$ cat config.mk
export PLATFORM = sky130hd
export DESIGN_NAME = serial_addsub_ctrl
export DESIGN_NICKNAME = d
export VERILOG_FILES = /design/src/rtl/serial_addsub_ctrl.sv
export SDC_FILE = /design/constraint.sdc
export NUM_CORES = 1
export LEC_CHECK = 0
export ABC_AREA = 1
export CAP_MARGIN = 20
export CORE_AREA = 2 2 68 70
export CTS_CLUSTER_DIAMETER = 80
export DETAILED_ROUTE_END_ITERATION = 7
export DIE_AREA = 0 0 70 72
export GPL_ROUTABILITY_DRIVEN = 1
export GPL_TIMING_DRIVEN = 0
export HOLD_SLACK_MARGIN = 0.12
export PLACE_DENSITY = 0.68
export SYNTH_ARGS = -nofsm -noshare
export SYNTH_HDL_FRONTEND = slang
export SYNTH_SLANG_ARGS = --single-unit
$ cat constraint.sdc
create_clock -name clk -period 3 [get_ports clk]
set_clock_uncertainty 0.15 [all_clocks]
set_input_delay 0.45 -clock clk [delete_from_list [all_inputs] [get_ports clk]]
set_output_delay 0.45 -clock clk [all_outputs]
set_load 0.02 [all_outputs]
$ cat src/rtl/serial_addsub_ctrl.sv
// Bit-serial W-bit adder/subtractor: one full-adder cell plus carry flop, sequenced by an IDLE/RUN/DONE FSM.
// Define SERIAL_ADDSUB_OVF_EN to build the MSB carry-in capture and the two's-complement overflow output.
module serial_addsub_ctrl #(
   parameter int W = 8
) (
   input  logic         clk,
   input  logic         rst_n,
   input  logic         start,
   input  logic         sub,
   input  logic [W-1:0] a,
   input  logic [W-1:0] b,
   output logic         busy,
   output logic         done,
   output logic [W-1:0] result,
   output logic         cout,
   output logic         ovf
);
   localparam int CW = $clog2(W);

   typedef enum logic [1:0] {IDLE, RUN, DONE} state_t;

   state_t       state_q;
   logic [W-1:0] opa_q, opb_q, acc_q, result_q;
   logic [CW-1:0] cnt_q;
   logic         carry_q, busy_q, done_q, cout_q;
   logic         sum_d, carry_d, accept_d, last_d;

   function automatic logic majority(input logic x, input logic y, input logic z);
      return (x & y) | (x & z) | (y & z);
   endfunction

   always_comb begin
      sum_d    = opa_q[0] ^ opb_q[0] ^ carry_q;
      carry_d  = majority(opa_q[0], opb_q[0], carry_q);
      last_d   = (cnt_q == CW'(W - 1));
      accept_d = start && (state_q == IDLE || state_q == DONE);
   end

`ifdef SERIAL_ADDSUB_OVF_EN
   logic cmsb_q, ovf_q;

   always_ff @(posedge clk or negedge rst_n) begin
      if (!rst_n) begin
         cmsb_q <= 1'b0;
         ovf_q  <= 1'b0;
      end else begin
         if (state_q == RUN && last_d)
            cmsb_q <= carry_q;
         if (state_q == DONE)
            ovf_q <= cmsb_q ^ carry_q;
      end
   end

   assign ovf = ovf_q;
`else
   assign ovf = 1'b0;
`endif

   always_ff @(posedge clk or negedge rst_n) begin
      if (!rst_n) begin
         state_q  <= IDLE;
         opa_q    <= '0;
         opb_q    <= '0;
         acc_q    <= '0;
         result_q <= '0;
         cnt_q    <= '0;
         carry_q  <= 1'b0;
         busy_q   <= 1'b0;
         done_q   <= 1'b0;
         cout_q   <= 1'b0;
      end else begin
         // busy and done are registered views of the state, one cycle behind it
         busy_q <= (state_q == RUN);
         done_q <= (state_q == DONE);
         case (state_q)
            RUN: begin
               carry_q <= carry_d;
               opa_q   <= opa_q >> 1;
               opb_q   <= opb_q >> 1;
               acc_q   <= {sum_d, acc_q[W-1:1]};
               cnt_q   <= cnt_q + CW'(1);
               if (last_d)
                  state_q <= DONE;
            end
            DONE: begin
               result_q <= acc_q;
               cout_q   <= carry_q;
               state_q  <= IDLE;
            end
            default: state_q <= IDLE;
         endcase
         // Subtraction is a + ~b + 1: invert b and preload the carry with sub
         if (accept_d) begin
            opa_q   <= a;
            opb_q   <= b ^ {W{sub}};
            carry_q <= sub;
            cnt_q   <= '0;
            state_q <= RUN;
         end
      end
   end

   assign busy   = busy_q;
   assign done   = done_q;
   assign result = result_q;
   assign cout   = cout_q;
endmodule

# Yosys cells after proc, flatten, opt, wreduce, memory -nomap -nowiden
# Cells that the tools add are included.
[word_totals]
reg_bits = 41
inputBits = 20
output_inout_bits = 12
elab_cells = 38
[op_classes]
add_sub_neg = 1
n_eq_ne = 4
n_mux = 11
bitwise_logic = 8
reduce_logical = 4
[op_table]
columns = ["operator", "count"]
rows = [
  ["$mux 8", 4],
  ["$xor 8x8->8", 1],
  ["$mux 2", 3],
  ["$mux 3", 2],
  ["$add 3x1->3 const B", 1],
  ["$and 1x1->1", 3],
  ["$eq 3x3->1 const B", 1],
  ["$ne 3x3->1 const B", 1],
  ["$eq 2x1->1 const B", 1],
  ["$eq 2x2->1 const B", 1],
  ["$logic_not 2->1", 1],
  ["$mux 1", 2],
  ["$or 1x1->1", 2],
  ["$reduce_bool 2->1", 1],
  ["$xor 1x1->1", 2],
  ["$logic_and 1x1->1", 1],
  ["$logic_or 1x1->1", 1],
]

# Depth between registers and ports, before layout
# Gate-level depths: netlist (run 1).
[depth]
ltp_word = 5
ltp_mapped = 7
mapped_depth_nobuf = 6

# Least setup slack after synthesis (run 1)
# OpenSTA, ideal clock, no wires.
[synth_path]
kind = "in2reg"
startpoint = "input start"
endpoint = "register opb_q[0]"
setup_time_ps = 116
arrival_time_ps = 1003
t_required_ps = 2734
setup_slack_ps = 1731
cell_stages = 6
n_path_buf = 1
path_cell_list = "inv_1 -> nor2_2 -> buf_2 -> nand3_1 -> nand2_1 -> nand2_1"
[synth_via]
elab_chain_len = 2
word_cells_on_any_way = 3
classes_between = "mux: 1; reduce/logical: 2"
[synth_lines]
columns = ["element", "line", "source"]
rows = [
  ["start, declared", "8", "input logic start,"],
  ["$logic_and 1x1->1 *", "36", "accept_d = start && (state_q == IDLE || state_q == DONE);"],
  ["$mux 8 / $reduce_bool 2->1 (equally long branches)", "-", ""],
  ["end signal, assigned", "79", "opb_q <= opb_q >> 1;"],
  ["end signal, assigned", "95", "opb_q <= b ^ {W{sub}};"],
  ["end, declared", "23", "logic [W-1:0] opa_q, opb_q, acc_q, result_q;"],
]
# Every way passes the cells marked *; elsewhere a longest branch is shown, timed or not.
# A chain may end at the register's enable or synchronous reset.

# Worst setup path after layout (run 1)
[layout_path]
startpoint = "register result_q[6], in the netlist result[6]"
endpoint = "output result[6]"
[layout_lines]
columns = ["element", "line", "source"]
rows = [
  ["start, declared", "23", ""],
  ["start signal, assigned", "86", "result_q <= acc_q;"],
  ["end, declared", "14", "output logic [W-1:0] result,"],
]
# No word-level cell between the ends.

==> impl_metrics.toml, run 1 <==
[clocking]
cts.sinks = 41
htreeDepth = 2
hold_buffers = 0
cts_inserted_buffers = 5
cts_setup_buffers = 0
clk_path_buf_depth = 2
clock-root-buffer = "clkbuf_8"
insertion_delay_ns = 0.29
cts.reportedPaths.clkPinSlew_ns = 0.07
tritoncts = "built"
cts_resized = 0

[grt]
grt_use_total_pct = 16.2
grt_overflow_total = 0
grt_max_degree = 42
grt_pass1_wl_um = 6350
antenna_found_initial = 0
grt_pass1_vias = 1459

[timing]
setup_viol = 0
timing.final.crit_share_pct = 61.4
min_period_ns = 1.84
rsz0062_at_grt = "no"
slew_headroom_pct = 39.6
slew_viol_final = 0
worst_slew_pin_slew_ns = 0.905
hold_violations = 0
tns_ns = 0
fmax_mhz = 543

[synth]
netlist_area_mm2 = 0.00187
netlist_instances = 233
syn_avg_cell_area_um2 = 8.01
synth_seq_cells = 41
synth_ff_type = "dfrtp_1"
ys.warnings.count = 0
syn-num-nets = 256
async_reset_ff_share_pct = 100
synth_cell_types = 19
synth_edf_count = 0
ys_seq_area_share_pct = 55.0

[setup_path]
worstPathCellList = "clkdlybuf4s50_1"
critPathLaunch = "result[6]$_DFFE_PN0P_"
critPathMaxFanout = 2
required_ns = 2.40
end_kind = "output port"
cp.arrival_ns = 1.24
reg2reg_from = "state_q[0]$_DFFE_PN0P_"
slowest_stage = "clkdlybuf4s50_1"
critPathMaxStageDelay_ns = 0.60
start_kind = "flop"
path_class = "reg -> out"
path_buf_inv = 1
crit_family = "buffers and inverters"

[cells_and_area]
antenna_cells = 0
synthToLayoutAreaGrowth_pct = 25.0
final_area_mm2 = 0.00233
fillers = 418
nets = 292
seq_area_mm2 = 0.00103
multi_input_area_um2 = 682
drive_gt1_share_pct = 8.52
utilization_pct = 54.7

[route]
vias = 1488
drc = 0
ant_nets = 0
dr.first_iter.drc_count = 84
dr.pass1.iters = 4
wire_per_inst_um = 11.1
drt_wl_total_um = 3590
routed_via_density = 4.62

[floorplan]
rows = 24
die_height_um = 72
boundaryPins = 32
dieWidth_um = 70
start_util_pct = 43.7
die-area_mm2 = 0.00504
coreArea_mm2 = 0.00426

[outcome]
status = "finished clean"

[power]
vdd_ir_drop_max_v = 0.000484
p_int_uw = 1420
combPwrFrac_pct = 39.6
swShare_pct = 37.3
seqPwrFrac_pct = 40.5
leakage_uw = 0.00122
p_clk_share_pct = 19.9
p_total_uw = 2270
pwr_density_cell_mw_per_mm2 = 973
p_switching_uw = 845

[placement]
dp_hpwl_um = 2490
port_buffers = 29
dpl-instance-area_mm2 = 0.00222
place_congestion = 0.795

[run]
maxCapViolations = 0

[min_path]
hold_path_class = "in -> async"
-- worst paths after layout --
path,end,slack (ns),cells after the start
max,result[6],1.16,1
min,result[5]$_DFFE_PN0P_,0.14,1
max reg2reg,opb_q[0]$_DFFE_PN0P_,1.55,5
min reg2reg,cnt_q[0]$_DFFE_PN0P_,0.33,1
max in group asynchronous,opb_q[6]$_DFFE_PN0P_,2.00,1
min in group clk,cnt_q[0]$_DFFE_PN0P_,0.33,1
-- synthesized netlist by cell type (2+ instances only) --
cell     number  area [um^2]
nand2_1     108          405
inv_1        27          101
nor2_2        2         12.5
buf_2         6         30.0
dfrtp_1      41         1030
nor2_1        2         7.51
nand3_1      10         50.1
o21ai_0      24          120
inv_2         2         7.51
ha_1          2         25.0
-- metal layers --
metal  share of wire, %  global-route usage (%)  vias up  routed length [um]
met5                  0                       0        -                   0
met4               0.81                    6.84        0                  29
met3                3.4                    5.14        2                 121
met2                 49                    28.4       26                1750
met1                 47                    18.4      687                1690
li1                   -                       -      773                   -
-- final cells by class --
type / instances / area share (%)
inverters: 29 / 4.67
well taps: 52 / 2.79
clock inverters: 1 / 1.29
clock buffers: 7 / 3.70
plain buffers: 8 / 2.09
repair buffers: 29 / 12.2
multi-input cells: 155 / 29.2
flip-flops and latches: 41 / 44.0
-- cell usage in the layout (no fill, tap or decap) --
master           instances
dfrtp_1                 41
o21ai_0                 24
xnor2_1                  1
buf_2                    7
inv_1                   27
nand2_1                108
clkbuf_8                 6
nand2_4                  1
nor2_2                   2
a21oi_1                  1
buf_4                    1
ha_1                     2
fa_1                     1
inv_2                    2
clkbuf_1                 1
nand3_1                 10
or2_2                    1
nand2_2                  1
bufinv_16                1
nor2_1                   2
buf_6                    1
conb_1                   1
clkdlybuf4s50_1         28
-- registers in the layout, summed over array words and instances, names as in the netlist --
| name | flops |
|---|---|
| carry_q | 1 |
| acc_q | 8 |
| opa_q | 8 |
| cout | 1 |
| cnt_q | 3 |
| done | 1 |
| busy | 1 |
| state_q | 2 |
| opb_q | 8 |
| result | 8 |
-- power by group through the flow --
stage | combinational, uW | sequential (uW) | clock (uW)
after floorplan | 545 | 980 | 0
after global placement | 891 | 923 | 0
after detailed placement | 914 | 929 | 0
after CTS | 916 | 920 | 469
after global routing | 1040 | 946 | 488
final | 899 | 919 | 452
-- kinds of logic after synthesis --
| family | share of synthesized area [%] |
|---|---|
| xor+xnor | 0.470 |
| other cells | 0.201 |
| flops | 55.0 |
| buf+inv | 8.45 |
| compound gates | 6.71 |
| simple gates | 26.8 |
| fa+ha+maj | 2.41 |
-- through the flow --
step                std cells  hold slack (ns)  setup WS, ns
global placement          314            0.310         0.322
global route              322            0.214          1.10
finish                    322            0.138          1.16
CTS                       322            0.161          1.13
floorplan                 233          0.00441          1.73
detailed placement        314            0.313         0.996
Note: power is estimated with default switching activity, not from simulation.
==> inputs of run 2 (changes only) <==
clock period = 1.89 ns   (was 3 ns; I/O delays follow)
==> impl_metrics.toml, run 2 (synthesis gave the netlist of run 1 again) <==
[clocking]
tritoncts = "built"
insertion_delay_ns = 0.29
cts.sinks = 41
htreeDepth = 2
cts_resized = 0
clock-root-buffer = "clkbuf_8"
clk_path_buf_depth = 2
cts.reportedPaths.clkPinSlew_ns = 0.08
hold_buffers = 1
cts_inserted_buffers = 5
cts_setup_buffers = 0

[timing]
timing.final.crit_share_pct = 88.9
slew_viol_final = 0
setup_viol = 0
hold_violations = 0
slew_headroom_pct = 39.3
tns_ns = 0
fmax_mhz = 595
min_period_ns = 1.68
worst_slew_pin_slew_ns = 0.910
rsz0062_at_grt = "no"

[setup_path]
reg2reg_slack_ns = 0.44
start_kind = "flop"
r2r_end = "opb_q[0]$_DFFE_PN0P_"
critPathMaxFanout = 2
path_buf_inv = 1
required_ns = 1.46
end_kind = "output port"
slowest_stage = "clkdlybuf4s50_1"
worstPathCellList = "clkdlybuf4s50_1"
path_class = "reg -> out"
crit_family = "buffers and inverters"
reg2reg_from = "state_q[0]$_DFFE_PN0P_"
critPathMaxStageDelay_ns = 0.60
ff2ff_path_depth = 5
cp.arrival_ns = 1.25

[cells_and_area]
final_cells = 323
fillers = 418
antenna_cells = 0
seq_area_mm2 = 0.00103
final_cell_mix = "nand2_1, dfrtp_1, clkdlybuf4s50_1, inv_1, o21ai_0"
drive_gt1_share_pct = 8.49
final_area_mm2 = 0.00234
multi_input_area_um2 = 682
layout_commonest_cell = "nand2_1"
synthToLayoutAreaGrowth_pct = 25.6
nets = 293

[floorplan]
boundaryPins = 32
die_height_um = 72
coreArea_mm2 = 0.00426
die-area_mm2 = 0.00504
dieWidth_um = 70
rows = 24
start_util_pct = 43.7

[grt]
grt_use_total_pct = 16.2
grt_pass1_wl_um = 6350
antenna_found_initial = 0
grt_pass1_vias = 1457
grt_overflow_total = 0
grt_max_degree = 42

[min_path]
holdPathStages = 3
hold_path_end = "opb_q[7]$_DFFE_PN0P_"
hold_path_class = "in -> reg"
min-delay-start = "sub"

[route]
drc = 0
ant_nets = 0
drt_wl_total_um = 3600
vias = 1494
dr.pass1.iters = 4
routed_via_density = 4.63
wire_per_inst_um = 11.1
dr.first_iter.drc_count = 59

[outcome]
status = "finished clean"

[placement]
dp_hpwl_um = 2490
place_congestion = 0.795
port_buffers = 29
dpl-instance-area_mm2 = 0.00222
dp_cells = 314

[power]
seqPwrFrac_pct = 40.5
p_clk_share_pct = 20.0
vdd_ir_drop_max_v = 0.000768
swShare_pct = 37.3
p_int_uw = 2260
combPwrFrac_pct = 39.6
pwr_density_cell_mw_per_mm2 = 1540
leakage_uw = 0.00122
p_total_uw = 3610
p_switching_uw = 1350

[run]
maxCapViolations = 0
run 2: cell count changes in the layout (fill, tap and decap cells not counted), sizes merged:
cell / previous run / this run
dlygate4sd3: 0 / 1
run 2: stage by stage:
step,utilization (%),hold slack (ns),setup slack (ns)
2_1_floorplan,-,-0.162,0.634
3_3_place_gp,52.1,0.310,-0.622
3_5_place_dp,52.0,0.313,0.0526
4_1_cts,54.9,0.255,0.188
5_1_grt,54.9,0.272,0.157
6_report,54.9,0.256,0.209
run 2: worst max-delay path by stage:
stage / start / end / slack, ns / depth (start not counted)
2_1_floorplan: opa_q[0]$_DFFE_PN0P_ / carry_q$_DFFE_PN0P_ / 0.63 / 5
3_3_place_gp: rst_n / opa_q[4]$_DFFE_PN0P_ / -0.62 / 1
3_5_place_dp: start / opb_q[1]$_DFFE_PN0P_ / 0.05 / 7
4_1_cts: result[6]$_DFFE_PN0P_ / result[6] / 0.19 / 1
5_1_grt: result[6]$_DFFE_PN0P_ / result[6] / 0.16 / 1
6_report: result[6]$_DFFE_PN0P_ / result[6] / 0.21 / 1
run 2: layout make-up:
class | count | share of cell area (%)
Tap cell | 52 | 2.78
Timing Repair Buffer | 30 | 12.6
Clock buffer | 7 | 3.69
Multi-Input combinational cell | 155 | 29.1
Buffer | 8 | 2.08
Clock inverter | 1 | 1.28
Inverter | 29 | 4.65
Sequential cell | 41 | 43.8
run 2: per-layer routing:
layer | vias up | track usage, % | share of wire (%)
met2 | 29 | 28.4 | 48
li1 | 777 | - | -
met1 | 686 | 18.4 | 47
met3 | 2 | 5.14 | 3.5
met5 | - | 0 | 0
met4 | 0 | 6.84 | 0.81
run 2: power groups by stage:
stage	clock [uW]	combinational (uW)	sequential [uW]
6_report	721	1430	1460
3_3_place_gp	0	1410	1460
3_5_place_dp	0	1450	1470
4_1_cts	745	1450	1460
2_1_floorplan	0	865	1560
5_1_grt	775	1640	1500
